$ cat src/rtl/fetch_unit.sv
// Instruction fetch front end: owns the fetch PC, issues credit-limited word
// fetches to the I$, and queues in-order responses for decode.
module fetch_unit #(
  parameter int unsigned           ADDR_WIDTH  = 32,
  parameter int unsigned           INSTR_WIDTH = 32,
  parameter logic [ADDR_WIDTH-1:0] RESET_PC    = '0,
  parameter int unsigned           QUEUE_DEPTH = 4
) (
  input  logic                   clk_i,
  input  logic                   rst_i,
  input  logic                   redirect_valid_i,
  input  logic [ADDR_WIDTH-1:0]  redirect_pc_i,
  output logic                   cpu_req_valid_o,
  output logic [ADDR_WIDTH-1:0]  cpu_addr_o,
  input  logic                   icache_req_ready_i,
  input  logic                   icache_resp_valid_i,
  input  logic [INSTR_WIDTH-1:0] icache_resp_instr_i,
  output logic                   cpu_resp_ready_o,
  output logic                   instr_valid_o,
  output logic [INSTR_WIDTH-1:0] instr_o,
  output logic [ADDR_WIDTH-1:0]  instr_pc_o,
  input  logic                   instr_ready_i
);

  localparam int unsigned CNT_W = $clog2(QUEUE_DEPTH) + 1;
  localparam int unsigned PTR_W = $clog2(QUEUE_DEPTH);
  localparam int unsigned SUM_W = CNT_W + 1;
  localparam logic [ADDR_WIDTH-1:0] PC_STEP = ADDR_WIDTH'(4);

  logic                   started_q, started_d;
  logic [ADDR_WIDTH-1:0]  fetch_pc_q, fetch_pc_d;
  logic [ADDR_WIDTH-1:0]  resp_pc_q, resp_pc_d;
  logic [CNT_W-1:0]       outst_q, outst_d;
  logic [CNT_W-1:0]       drop_q, drop_d;
  logic [CNT_W-1:0]       count_q, count_d;
  logic [PTR_W-1:0]       rd_ptr_q, rd_ptr_d;
  logic [PTR_W-1:0]       wr_ptr_q, wr_ptr_d;
  logic [INSTR_WIDTH-1:0] instr_mem_q [QUEUE_DEPTH];
  logic [INSTR_WIDTH-1:0] instr_mem_d [QUEUE_DEPTH];
  logic [ADDR_WIDTH-1:0]  pc_mem_q [QUEUE_DEPTH];
  logic [ADDR_WIDTH-1:0]  pc_mem_d [QUEUE_DEPTH];

  logic [SUM_W-1:0]       in_use;
  logic [ADDR_WIDTH-1:0]  redirect_pc_aligned;
  logic                   req_valid, req_fire, push, pop;
  logic                   unused_pc_lsbs;

  // Credits: queued plus live in-flight never exceeds the queue depth.
  assign in_use              = SUM_W'(count_q) + SUM_W'(outst_q);
  assign req_valid           = started_q && !redirect_valid_i && (in_use < SUM_W'(QUEUE_DEPTH));
  assign req_fire            = req_valid && icache_req_ready_i;
  assign push                = icache_resp_valid_i && (drop_q == '0) && !redirect_valid_i;
  assign pop                 = (count_q != '0) && instr_ready_i;
  assign redirect_pc_aligned = {redirect_pc_i[ADDR_WIDTH-1:2], 2'b00};
  assign unused_pc_lsbs      = ^redirect_pc_i[1:0];

  assign cpu_req_valid_o  = req_valid;
  assign cpu_addr_o       = fetch_pc_q;
  assign cpu_resp_ready_o = 1'b1;
  assign instr_valid_o    = (count_q != '0);
  assign instr_o          = instr_mem_q[rd_ptr_q];
  assign instr_pc_o       = pc_mem_q[rd_ptr_q];

  always_comb begin
    started_d   = 1'b1;
    fetch_pc_d  = fetch_pc_q;
    resp_pc_d   = resp_pc_q;
    outst_d     = outst_q;
    drop_d      = drop_q;
    count_d     = count_q;
    rd_ptr_d    = rd_ptr_q;
    wr_ptr_d    = wr_ptr_q;
    instr_mem_d = instr_mem_q;
    pc_mem_d    = pc_mem_q;

    if (redirect_valid_i) begin
      // Everything live in flight turns stale; an arriving response consumes one.
      fetch_pc_d = redirect_pc_aligned;
      resp_pc_d  = redirect_pc_aligned;
      drop_d     = drop_q + outst_q - CNT_W'(icache_resp_valid_i);
      outst_d    = '0;
      count_d    = '0;
      rd_ptr_d   = '0;
      wr_ptr_d   = '0;
    end else begin
      if (req_fire) begin
        fetch_pc_d = fetch_pc_q + PC_STEP;
      end
      if (icache_resp_valid_i && (drop_q != '0)) begin
        drop_d = drop_q - CNT_W'(1);
      end
      if (push) begin
        instr_mem_d[wr_ptr_q] = icache_resp_instr_i;
        pc_mem_d[wr_ptr_q]    = resp_pc_q;
        resp_pc_d             = resp_pc_q + PC_STEP;
        wr_ptr_d              = wr_ptr_q + PTR_W'(1);
      end
      if (pop) begin
        rd_ptr_d = rd_ptr_q + PTR_W'(1);
      end
      outst_d = outst_q + CNT_W'(req_fire) - CNT_W'(push);
      count_d = count_q + CNT_W'(push) - CNT_W'(pop);
    end
  end

  always_ff @(posedge clk_i or posedge rst_i) begin
    if (rst_i) begin
      started_q   <= 1'b0;
      fetch_pc_q  <= RESET_PC;
      resp_pc_q   <= RESET_PC;
      outst_q     <= '0;
      drop_q      <= '0;
      count_q     <= '0;
      rd_ptr_q    <= '0;
      wr_ptr_q    <= '0;
      instr_mem_q <= '{default: '0};
      pc_mem_q    <= '{default: RESET_PC};
    end else begin
      started_q   <= started_d;
      fetch_pc_q  <= fetch_pc_d;
      resp_pc_q   <= resp_pc_d;
      outst_q     <= outst_d;
      drop_q      <= drop_d;
      count_q     <= count_d;
      rd_ptr_q    <= rd_ptr_d;
      wr_ptr_q    <= wr_ptr_d;
      instr_mem_q <= instr_mem_d;
      pc_mem_q    <= pc_mem_d;
    end
  end

endmodule

$ cat config.mk
export PLATFORM = sky130hd
export DESIGN_NAME = fetch_unit
export DESIGN_NICKNAME = d
export VERILOG_FILES = /design/src/rtl/fetch_unit.sv
export SDC_FILE = /design/constraint.sdc
export NUM_CORES = 1
export LEC_CHECK = 0
export ABC_AREA = 1
export CORE_ASPECT_RATIO = 1.75
export CORE_MARGIN = 2
export CORE_UTILIZATION = 30
export DETAILED_ROUTE_END_ITERATION = 7
export PLACE_DENSITY = 0.48
export SYNTH_ARGS = -nofsm -noshare
export SYNTH_HDL_FRONTEND = slang
export SYNTH_SLANG_ARGS = --single-unit
$ cat constraint.sdc
create_clock -name clk_i -period 32.7 [get_ports clk_i]
set_input_delay 4.905 -clock clk_i [delete_from_list [all_inputs] [get_ports clk_i]]
set_output_delay 4.905 -clock clk_i [all_outputs]
set_load 0.01 [all_outputs]
==> results.md, run 1 <==
* Status: completed
* Vias in the first global route at approximately 13,000
* Register area share after synthesis at approximately half
* Fin. Hold Viols at 0
* Asr flop ratio synth at 100.0%
* DPL Wire Length at between 20 and 30 mm
* Crit path kind: in -> out
* Initial core utilization at slightly above 30%
* Synth unique cells at 41
* Post-Syn Area per Cell at around 8.3 µm²
* Yosys top cell by area: dfrtp_1
* Flop-to-flop setup slack at around 30 ns
* CTS tree: done
* Antenna violations before repair at 0
* # nets final at about 2,100
* IO Pins at 169
* Final WS setup at ~22 ns
* Via density per instance at 4.875
* Worst setup EP type: output pin
* CP Launch Type: input port
* Fraction of layout cells with a size suffix above 1 at about 6.8%
* Gr usage total at between 15 and 20%
* FF+latch count, synth at between 300 and 400
* Antenna fix cells at 0
* Worst Tran Pin Value at about 1.0 ns
* Post-cts sizing count at 0
* H-Tree Depth at 2
* Hold path startpoint: instr_mem_q[93]
* Dpl ws at around 22 ns
* DIE WIDTH at 178.4 µm
* Pin count of the biggest net entering global routing at roughly 130
* Routed vias at 13,300
* Maximum vdd drop at slightly below 0.04 mV
* Top FF cell, synth: dfrtp_1
* Setup TNS at 0 ns
* Synth top cells by count: nand2_1, dfrtp_1, o21ai_1
* Die height at just over 300 µm
* Skew final at ~0.022 ns
* Die footprint at between 0.05 and 0.06 mm²
* Max cap viols at 0
* Non-Filler Cell Area, Final at around 0.019 mm²
* Routed WL per cell at about 17 µm
* Clk Latency, worst-skew pair at ~0.53 ns
* Post-placement cell area at between 0.015 and 0.02 mm²
* Initial drt markers at about 740
* Routed Antenna Nets at 0
* Row count at about 110
* Num CTS Buffers at 36
* Pins Over Slew Limit at 0
* DR DRC count at 0
* Reg2reg start: outst_q[1]
* Synth-to-Final Area Change at 18.38%
* Slew Limit Headroom at 31.17%
* Lkg Pwr at between 8 and 9 nW
* First-pass GRT wire length at ~75 mm
* Worst path required time at roughly 28 ns
* Final WL at about 47 mm
* RSZ-0062 raised after global routing: false
* Number of synthesized flops with an enable pin at 0
* Fmax at 89.60 MHz
* Count leader, synth: nand2_1
* Final setup viols at 0
* Hold_buf cts at 0
* Worst hold path type: reg -> reg
* TritonCTS Sinks at around 320
* Worst reg2reg endpoint: outst_q[2]
* R2R depth at 12
* Postcts setup bufs at 0
* Max FO, Critical Path at 43
* Syn Inst Count at around 1,900
* Worst-case clock buffer depth at 3
* DR pass1 iterations at 5
* Worst hold endpoint: instr_mem_q[93]
* CORE AREA at around 0.052 mm²
* Final Cycle Share at roughly a third
* Power density over cell area at roughly 76 mW/mm²
* Tmin final at around 11 ns
* Netlist Area Pre-Place at between 0.015 and 0.02 mm²
* Gp weighted congestion at between 0.8 and 0.9
* Buffers on Ports at 161
* CTS root buffer: clkbuf_16
* Reg clk slew, reported paths at 0.06 ns
* GRT overflow at 0
* Synth warn at 0
* Ranking of synthesized cells by area: dfrtp_1, nand2_1, o21ai_1, o21ai_0, nor2_1
* Hold Crit Depth at 2
* Critical Path AT at approximately 6.3 ns
* Synth top area share at approximately 50%
cells by family after synthesis:
kind of cell / synth area share [%]
compound gates: 17.54
xor+xnor: 1.261
fa+ha+maj: 1.708
buf+inv: 8.139
flops: 50.45
other cells: 0.04702
simple gates: 20.86
metal layers:
layer | track usage [%] | up-vias | share of wire (%)
li1 | - | 6537 | -
met1 | 20.39 | 6386 | 41
met2 | 31.40 | 294 | 51
met3 | 2.353 | 81 | 4.0
met4 | 6.920 | 0 | 3.7
met5 | 0 | - | 0
sequential cells by signal, summed over array words and instances, names as in the netlist:
signal	flops
outst_q	3
instr_mem_q	128
started_q	1
pc_mem_q	120
drop_q	3
count_q	3
cpu_addr_o	30
rd_ptr_q	2
resp_pc_q	30
wr_ptr_q	2
where the power goes:
| part | internal [mW] | switching (mW) |
|---|---|---|
| Combinational | 0.216 | 0.266 |
| Sequential | 0.485 | 0.0649 |
| Clock | 0.234 | 0.168 |
| Total | 0.935 | 0.498 |
worst max-delay path by stage:
| stage | endpoint | slack (ns) | startpoint |
|---|---|---|---|
| 2_1_floorplan | count_q[0] | 18.88 | rst_i |
| 3_3_place_gp | cpu_req_valid_o | 21.54 | redirect_valid_i |
| 3_5_place_dp | cpu_req_valid_o | 21.54 | redirect_valid_i |
| 4_1_cts | cpu_req_valid_o | 21.53 | redirect_valid_i |
| 5_1_grt | cpu_req_valid_o | 21.47 | redirect_valid_i |
| 6_report | cpu_req_valid_o | 21.54 | redirect_valid_i |
cell usage in the layout (no fill, tap or decap), drive strengths merged, types with 11 or more instances in the layout:
cell,Yosys,layout
o211ai,15,15
clkbuf,57,49
ha,17,17
nand2,476,476
o22ai,62,62
clkdlybuf4s50,0,160
nand3,74,74
nor2,209,209
nor3,11,11
dfrtp,322,322
a21oi,15,15
xor2,19,19
inv,143,145
o21ai,419,419
critical path: stages:
cell and delay, ns:
buf_2 0.09, buf_4 0.27, nor2_1 0.16, nand2_1 0.10
nor2_4 0.15, clkdlybuf4s50_1 0.56
through the flow:
stage                     cells  hold slack [ns]  power, mW  util [%]
after floorplan            1937           0.4478     0.8242         -
after global placement     2669           0.4626      1.043     33.86
after detailed placement   2669           0.4657      1.050     33.86
after CTS                  2728           0.4818      1.463     36.02
after global routing       2728           0.4968      1.537     36.02
final                      2728           0.4770      1.433     36.02
area by class of cell:
type / count / area, µm²
fill: 5538 / 33590
multi-input combinational: 1355 / 6630
clock buffer: 49 / 1021
clock inverter: 10 / 110.1
timing repair buffer: 169 / 1667
inverter: 145 / 568.0
sequential: 322 / 8065
tap: 678 / 848.3
Power figures use the tool's default switching activity.
==> inputs of run 2 (changes only) <==
--- a/config.mk
+++ b/config.mk
@@ -10,7 +10,7 @@
 export CORE_MARGIN = 2
 export CORE_UTILIZATION = 30
 export DETAILED_ROUTE_END_ITERATION = 7
-export PLACE_DENSITY = 0.48
+export PLACE_DENSITY = 0.49
 export SYNTH_ARGS = -nofsm -noshare
 export SYNTH_HDL_FRONTEND = slang
 export SYNTH_SLANG_ARGS = --single-unit
==> constraint.sdc (replaced) <==
create_clock -name clk_i -period 9.9 [get_ports clk_i]
set_input_delay 1.485 -clock clk_i [delete_from_list [all_inputs] [get_ports clk_i]]
set_output_delay 1.485 -clock clk_i [all_outputs]
set_load 0.01 [all_outputs]
==> results.md, run 2 (same netlist as run 1, synthesis figures left out) <==
* Maximum vdd drop at 0.09152 mV (was 0.03980 mV)
* Tmin final at around 5.4 ns
* CP Launch Type: flip-flop (was input port)
* Pin count of the biggest net entering global routing at 125 (unchanged)
* Fraction of layout cells with a size suffix above 1 at 7.247% (was 6.780%)
* Top Registers: instr_mem_q x128, pc_mem_q x120 (unchanged)
* Row count at 111 (unchanged)
* Commonest non-fill, non-tap cell in the layout: nand2_1 (unchanged)
* Routed vias at 13,390 (was 13,300)
* Skew final at 0.01335 ns (was 0.02154 ns)
* Power density over cell area at 250.8 mW/mm² (was 75.78 mW/mm²)
* Clk Latency, worst-skew pair at 0.53 ns (about the same)
* Worst Tran Pin Value at 0.9329 ns (was 1.032 ns)
* Via density per instance at 4.898 (was 4.875)
* DPL Wire Length at 29.51 mm (was 29.57 mm)
* Critical Path AT at 3.95 ns (was 6.26 ns)
* Final-layout fill cell count at 5,501 (was 5,538)
* Non-Filler Cell Area, Final at 0.01899 mm² (was 0.01891 mm²)
* # nets final at 2,121 (was 2,119)
* RSZ-0062 raised after global routing: false (unchanged)
* DR DRC count at 0 (unchanged)
* Power, Total at 4.764 mW (was 1.433 mW)
* Antenna fix cells at 0 (unchanged)
* Vias in the first global route at 13,360 (was 13,320)
* Antenna violations before repair at 0 (unchanged)
* Slew Limit Headroom at 37.81% (was 31.17%)
* Initial core utilization at 30.43% (unchanged)
* Worst hold path type: reg -> reg (unchanged)
* Max FO, Critical Path at 67 (was 43)
* Commonest cells after routing, fill and taps aside: nand2_1, dfrtp_1, o21ai_1 (unchanged)
* Gr usage total at 17.14% (was 17.32%)
* Lkg Pwr at 8.508 nW (was 8.492 nW)
* Routed WL per cell at 17.11 µm (was 17.35 µm)
* Worst setup EP type: output pin (unchanged)
* Die footprint at 0.05518 mm² (unchanged)
* Postcts setup bufs at 0 (unchanged)
* CTS root buffer: clkbuf_16 (unchanged)
* Final Cycle Share at 54.87%
* Die height at 309.2 µm (unchanged)
* IO Pins at 169 (unchanged)
* CTS tree: done (unchanged)
* Flop-to-flop setup slack at 7.22 ns (was 30.14 ns)
* Reg clk slew, reported paths at 0.06 ns (about the same)
* H-Tree Depth at 2 (unchanged)
* Largest Register: instr_mem_q (unchanged)
* Final setup viols at 0 (unchanged)
* Buffers on Ports at 161 (unchanged)
* Gp weighted congestion at 0.8162 (was 0.8334)
* CORE AREA at 0.05250 mm² (unchanged)
* First-pass GRT wire length at 74.03 mm (was 74.88 mm)
* Synth-to-Final Area Change at 18.89% (was 18.38%)
* GRT overflow at 0 (unchanged)
* Post-cts sizing count at 0 (unchanged)
* Hold_buf cts at 0 (unchanged)
* Status: completed (unchanged)
* Post-placement cell area at 0.01781 mm² (was 0.01778 mm²)
* DIE WIDTH at 178.4 µm (unchanged)
* Num CTS Buffers at 35 (was 36)
* Fmax at approximately 180 MHz
* Worst path required time at 8.42 ns (was 27.79 ns)
* Setup TNS at 0 ns (unchanged)
* Initial drt markers at 722 (was 743)
* Final WL at 46.78 mm (was 47.33 mm)
* Footprint of the multi-input gates at 0.006630 mm² (unchanged)
* Fin. Hold Viols at 0 (unchanged)
* TritonCTS Sinks at 322 (unchanged)
* Number of flip-flops in the largest register at 128 (unchanged)
* Worst-case clock buffer depth at 3 (unchanged)
* Pins Over Slew Limit at 0 (unchanged)
* Reg area at 0.008063 mm² (was 0.008065 mm²)
* Routed Antenna Nets at 0 (unchanged)
* Crit path kind: reg -> out (was in -> out)
* DR pass1 iterations at 5 (unchanged)
* Max cap viols at 0 (unchanged)
-- run 2: changes by cell type in the layout (fill, tap and decap cells not counted), sizes merged --
cell / before / now
clkdlybuf4s50: 160 / 161
clkbuf: 49 / 45
clkinvlp: 1 / 9
buf: 9 / 11
inv: 145 / 144
-- run 2: worst max-delay path, cell delays in order, from the launching register on --
cell	delay [ns]
dfrtp_4	0.85
clkinv_2	0.88
buf_4	0.63
o21ai_0	0.26
o22ai_1	0.19
clkdlybuf4s50_1	0.53
-- run 2: worst paths after layout --
check / startpoint / end / cells after the start
max: rd_ptr_q[0] / instr_pc_o[12] / 5
min: instr_mem_q[62] / instr_mem_q[62] / 2
max reg2reg: rd_ptr_q[0] / rd_ptr_q[0] / 3
min reg2reg: instr_mem_q[62] / instr_mem_q[62] / 2
max in group asynchronous: rst_i / rd_ptr_q[0] / 4
min in group asynchronous: rst_i / instr_mem_q[90] / 2
-- run 2: final cells by class --
class,count,area share (%)
well taps,678,4.467
flip-flops and latches,322,42.46
multi-input cells,1355,34.91
repair buffers,172,8.987
clock buffers,45,5.350
inverters,145,2.971
clock inverters,17,0.8565
-- run 2: power by group --
group | switching, mW | total (mW) | internal, mW
combinational | 0.878 | 1.59 | 0.717
sequential | 0.221 | 1.82 | 1.60
clock | 0.565 | 1.35 | 0.782
total | 1.66 | 4.76 | 3.10
-- run 2: metrics by stage --
step | util [%] | worst slack, ns | hold slack, ns | instances
after floorplan | - | 4.120 | 0.4478 | 1937
after global placement | 33.93 | 4.949 | 0.4590 | 2672
after detailed placement | 33.93 | 4.963 | 0.4636 | 2672
after CTS | 36.17 | 4.389 | 0.4795 | 2734
after global routing | 36.17 | 4.181 | 0.4959 | 2734
final | 36.17 | 4.468 | 0.4761 | 2734
-- run 2: routing by layer --
metal | share of wire, % | global-route usage, %
met1 | 41 | 20.31
met4 | 4.0 | 7.317
met3 | 4.0 | 2.181
met5 | 0 | 0
met2 | 51 | 30.82
==> inputs of run 3 (changes only) <==
--- a/config.mk
+++ b/config.mk
@@ -10,7 +10,7 @@
 export CORE_MARGIN = 2
 export CORE_UTILIZATION = 30
 export DETAILED_ROUTE_END_ITERATION = 7
-export PLACE_DENSITY = 0.49
+export PLACE_DENSITY = 0.48
 export SYNTH_ARGS = -nofsm -noshare
 export SYNTH_HDL_FRONTEND = slang
 export SYNTH_SLANG_ARGS = --single-unit
==> constraint.sdc (replaced) <==
create_clock -name clk_i -period 5.1 [get_ports clk_i]
set_input_delay 0.765 -clock clk_i [delete_from_list [all_inputs] [get_ports clk_i]]
set_output_delay 0.765 -clock clk_i [all_outputs]
set_load 0.01 [all_outputs]
==> results.md, run 3 (same netlist as run 1, synthesis figures left out) <==
* Lkg Pwr at 8.576 nW (was 8.508 nW)
* Setup TNS at 0 ns (unchanged)
* Slowest cell on crit path: dfrtp_4 (was clkinv_2)
* M3 GR Usage at 2.292% (was 2.181%)
* Crit path kind: reg -> out (unchanged)
* Max FO, Critical Path at 51 (was 67)
* Critical Path AT at 3.36 ns (was 3.95 ns)
* Worst path required time at 4.34 ns (was 8.42 ns)
* Routed WL per cell at 17.32 µm (was 17.11 µm)
* CORE AREA at 0.05250 mm² (unchanged)
* Share of total power in sequential cells at 37.2% (was 38.2%)
* Reg area at 0.008063 mm² (unchanged)
* Pin count of the biggest net entering global routing at 165 (was 125)
* Final setup viols at 0 (unchanged)
* Fin util at 36.40% (was 36.17%)
* Top Registers: instr_mem_q x128, pc_mem_q x120 (unchanged)
* Reg clk slew, reported paths at 0.06 ns (about the same)
* CP Buf/Inv Count at 3 (unchanged)
* NetSw at 3.212 mW (was 1.664 mW)
* GR Util met2 at 31.48% (was 30.82%)
* GRT busiest layer: met2 (unchanged)
* Power Internal at 6.273 mW (was 3.100 mW)
* Antenna fix cells at 0 (unchanged)
* Synth-to-Final Area Change at 19.63% (was 18.89%)
* Skew final at 0.02791 ns (was 0.01335 ns)
* Net Sw Frac at 33.87% (was 34.92%)
* Final Cycle Share at between 80% and 90%
* Clock power share at 30.0% (was 28.3%)
* Max cap viols at 0 (unchanged)
* Commonest cells after routing, fill and taps aside: nand2_1, dfrtp_1, o21ai_1 (unchanged)
* H-Tree Depth at 2 (unchanged)
* DIE WIDTH at 178.4 µm (unchanged)
* Non-Filler Cell Area, Final at 0.01911 mm² (was 0.01899 mm²)
* # nets final at 2,123 (was 2,121)
* DR pass1 iterations at 5 (unchanged)
* GRT met1 Usage at 20.38% (was 20.31%)
* Worst-case clock buffer depth at 3 (unchanged)
* Crit path cell chain: clkinv_2 -> buf_4 -> o21ai_0 -> o22ai_1 -> clkdlybuf4s50_1 (unchanged)
* Via density per instance at 4.892 (was 4.898)
* CTS root buffer: clkbuf_16 (unchanged)
* CTS tree: done (unchanged)
* DR DRC count at 0 (unchanged)
* Status: completed (unchanged)
* Vias in the first global route at 13,450 (was 13,360)
* Largest Register: instr_mem_q (unchanged)
* Maximum vdd drop at 0.1936 mV (was 0.09152 mV)
* Cell Count, Final, Fillers Out at 2,735 (was 2,734)
* Crit path max-delay family: buffers and inverters (unchanged)
* Power density over cell area at 496.4 mW/mm² (was 250.8 mW/mm²)
* DPL Wire Length at 29.74 mm (was 29.51 mm)
* Worst hold path type: reg -> reg (unchanged)
* Slew Limit Headroom at 31.06% (was 37.81%)
* Pins Over Slew Limit at 0 (unchanged)
* Gp weighted congestion at 0.8226 (was 0.8162)
* Fmax at about 240 MHz
* Tmin final at roughly 4.1 ns
* Worst setup EP type: output pin (unchanged)
* CP Launch Type: flip-flop (unchanged)
* RSZ-0062 raised after global routing: false (unchanged)
* Footprint of the multi-input gates at 0.006630 mm² (unchanged)
* Fin. Hold Viols at 0 (unchanged)
* Antenna violations before repair at 0 (unchanged)
* Die height at 309.2 µm (unchanged)
* Initial drt markers at 636 (was 722)
* IO Pins at 169 (unchanged)
* Number of flip-flops in the largest register at 128 (unchanged)
* Worst Tran Pin Value at 1.034 ns (was 0.9329 ns)
* GRT overflow at 0 (unchanged)
* First-pass GRT wire length at 74.84 mm (was 74.03 mm)
* DP Cell Count at 2,674 (was 2,672)
* Post-cts sizing count at 0 (unchanged)
* Initial core utilization at 30.43% (unchanged)
* Die footprint at 0.05518 mm² (unchanged)
* Final WS setup at 0.9745 ns (was 4.468 ns)
* Row count at 111 (unchanged)
* Dpl ws at 1.485 ns (was 4.963 ns)
* Routed Antenna Nets at 0 (unchanged)
* Routed vias at 13,380 (was 13,390)
* Final-layout fill cell count at 5,485 (was 5,501)
* Gr usage total at 17.29% (was 17.14%)
* Logic pwr share at 32.8% (was 33.5%)
* Crit path largest cell delay at 0.81 ns (was 0.88 ns)
* Hold_buf cts at 0 (unchanged)
* TritonCTS Sinks at 322 (unchanged)
* Clk Latency, worst-skew pair at 0.53 ns (about the same)
* Post-placement cell area at 0.01784 mm² (was 0.01781 mm²)
* Fraction of layout cells with a size suffix above 1 at 7.098% (was 7.247%)
* Buffers on Ports at 161 (unchanged)
* Final WL at 47.37 mm (was 46.78 mm)
* Commonest non-fill, non-tap cell in the layout: nand2_1 (unchanged)
* Postcts setup bufs at 0 (unchanged)
* Num CTS Buffers at 35 (unchanged)
==> run 3: changes by cell type in the layout (fill, tap and decap cells not counted), moves of 2 or more <==
cell        change
bufinv_16       +6
clkbuf_1        +4
clkbuf_16       -2
clkinv_2        -3
clkinvlp_4      -6
==> run 3: routing by layer <==
| metal | routed length [µm] | part of all wire (%) |
|---|---|---|
| met1 | 19420 | 41 |
| met2 | 24300 | 51 |
| met3 | 1944 | 4.1 |
| met4 | 1705 | 3.6 |
| met5 | 0 | 0 |
==> run 3: worst paths after layout <==
kind / to / depth (start not counted) / start / slack (ns)
max in group asynchronous: instr_mem_q[123] / 3 / rst_i / 3.29
setup reg to reg: outst_q[2] / 12 / outst_q[1] / 2.51
setup / recovery: instr_pc_o[10] / 5 / rd_ptr_q[0] / 0.97
min in group asynchronous: instr_mem_q[104] / 2 / rst_i / 0.54
hold / removal: instr_mem_q[94] / 2 / instr_mem_q[94] / 0.48
hold reg to reg: instr_mem_q[94] / 2 / instr_mem_q[94] / 0.48
==> run 3: through the flow <==
stage          hold WS, ns  power, mW
2_1_floorplan       0.4478      5.286
3_3_place_gp        0.4616      6.678
3_5_place_dp        0.4624      6.735
4_1_cts             0.4785      9.648
5_1_grt             0.4951      10.12
6_report            0.4773      9.486
==> run 3: final cells by class <==
| class | instances | share of cell area, % |
|---|---|---|
| Clock buffer | 48 | 5.206 |
| Clock inverter | 13 | 1.434 |
| Inverter | 145 | 2.953 |
| Multi-Input combinational cell | 1355 | 34.70 |
| Sequential cell | 322 | 42.19 |
| Tap cell | 678 | 4.440 |
| Timing Repair Buffer | 174 | 9.075 |
==> run 3: worst reg2reg max path, cell delays in order (launching register included) <==
cell	delay, ns
dfrtp_1	0.45
ha_1	0.32
nand3_1	0.07
nand3_1	0.10
nor2_4	0.14
nand2_4	0.21
ha_1	0.35
inv_1	0.05
ha_1	0.12
inv_1	0.05
fa_1	0.38
xor2_1	0.18
nor2_1	0.05
==> run 3: power groups by stage <==
stage	clock, mW	combinational, mW	sequential, mW
finish	2.85	3.11	3.53
CTS	2.94	3.18	3.52
floorplan	0	1.83	3.45
detailed placement	0	3.17	3.57
global placement	0	3.12	3.55
global route	3.03	3.49	3.60
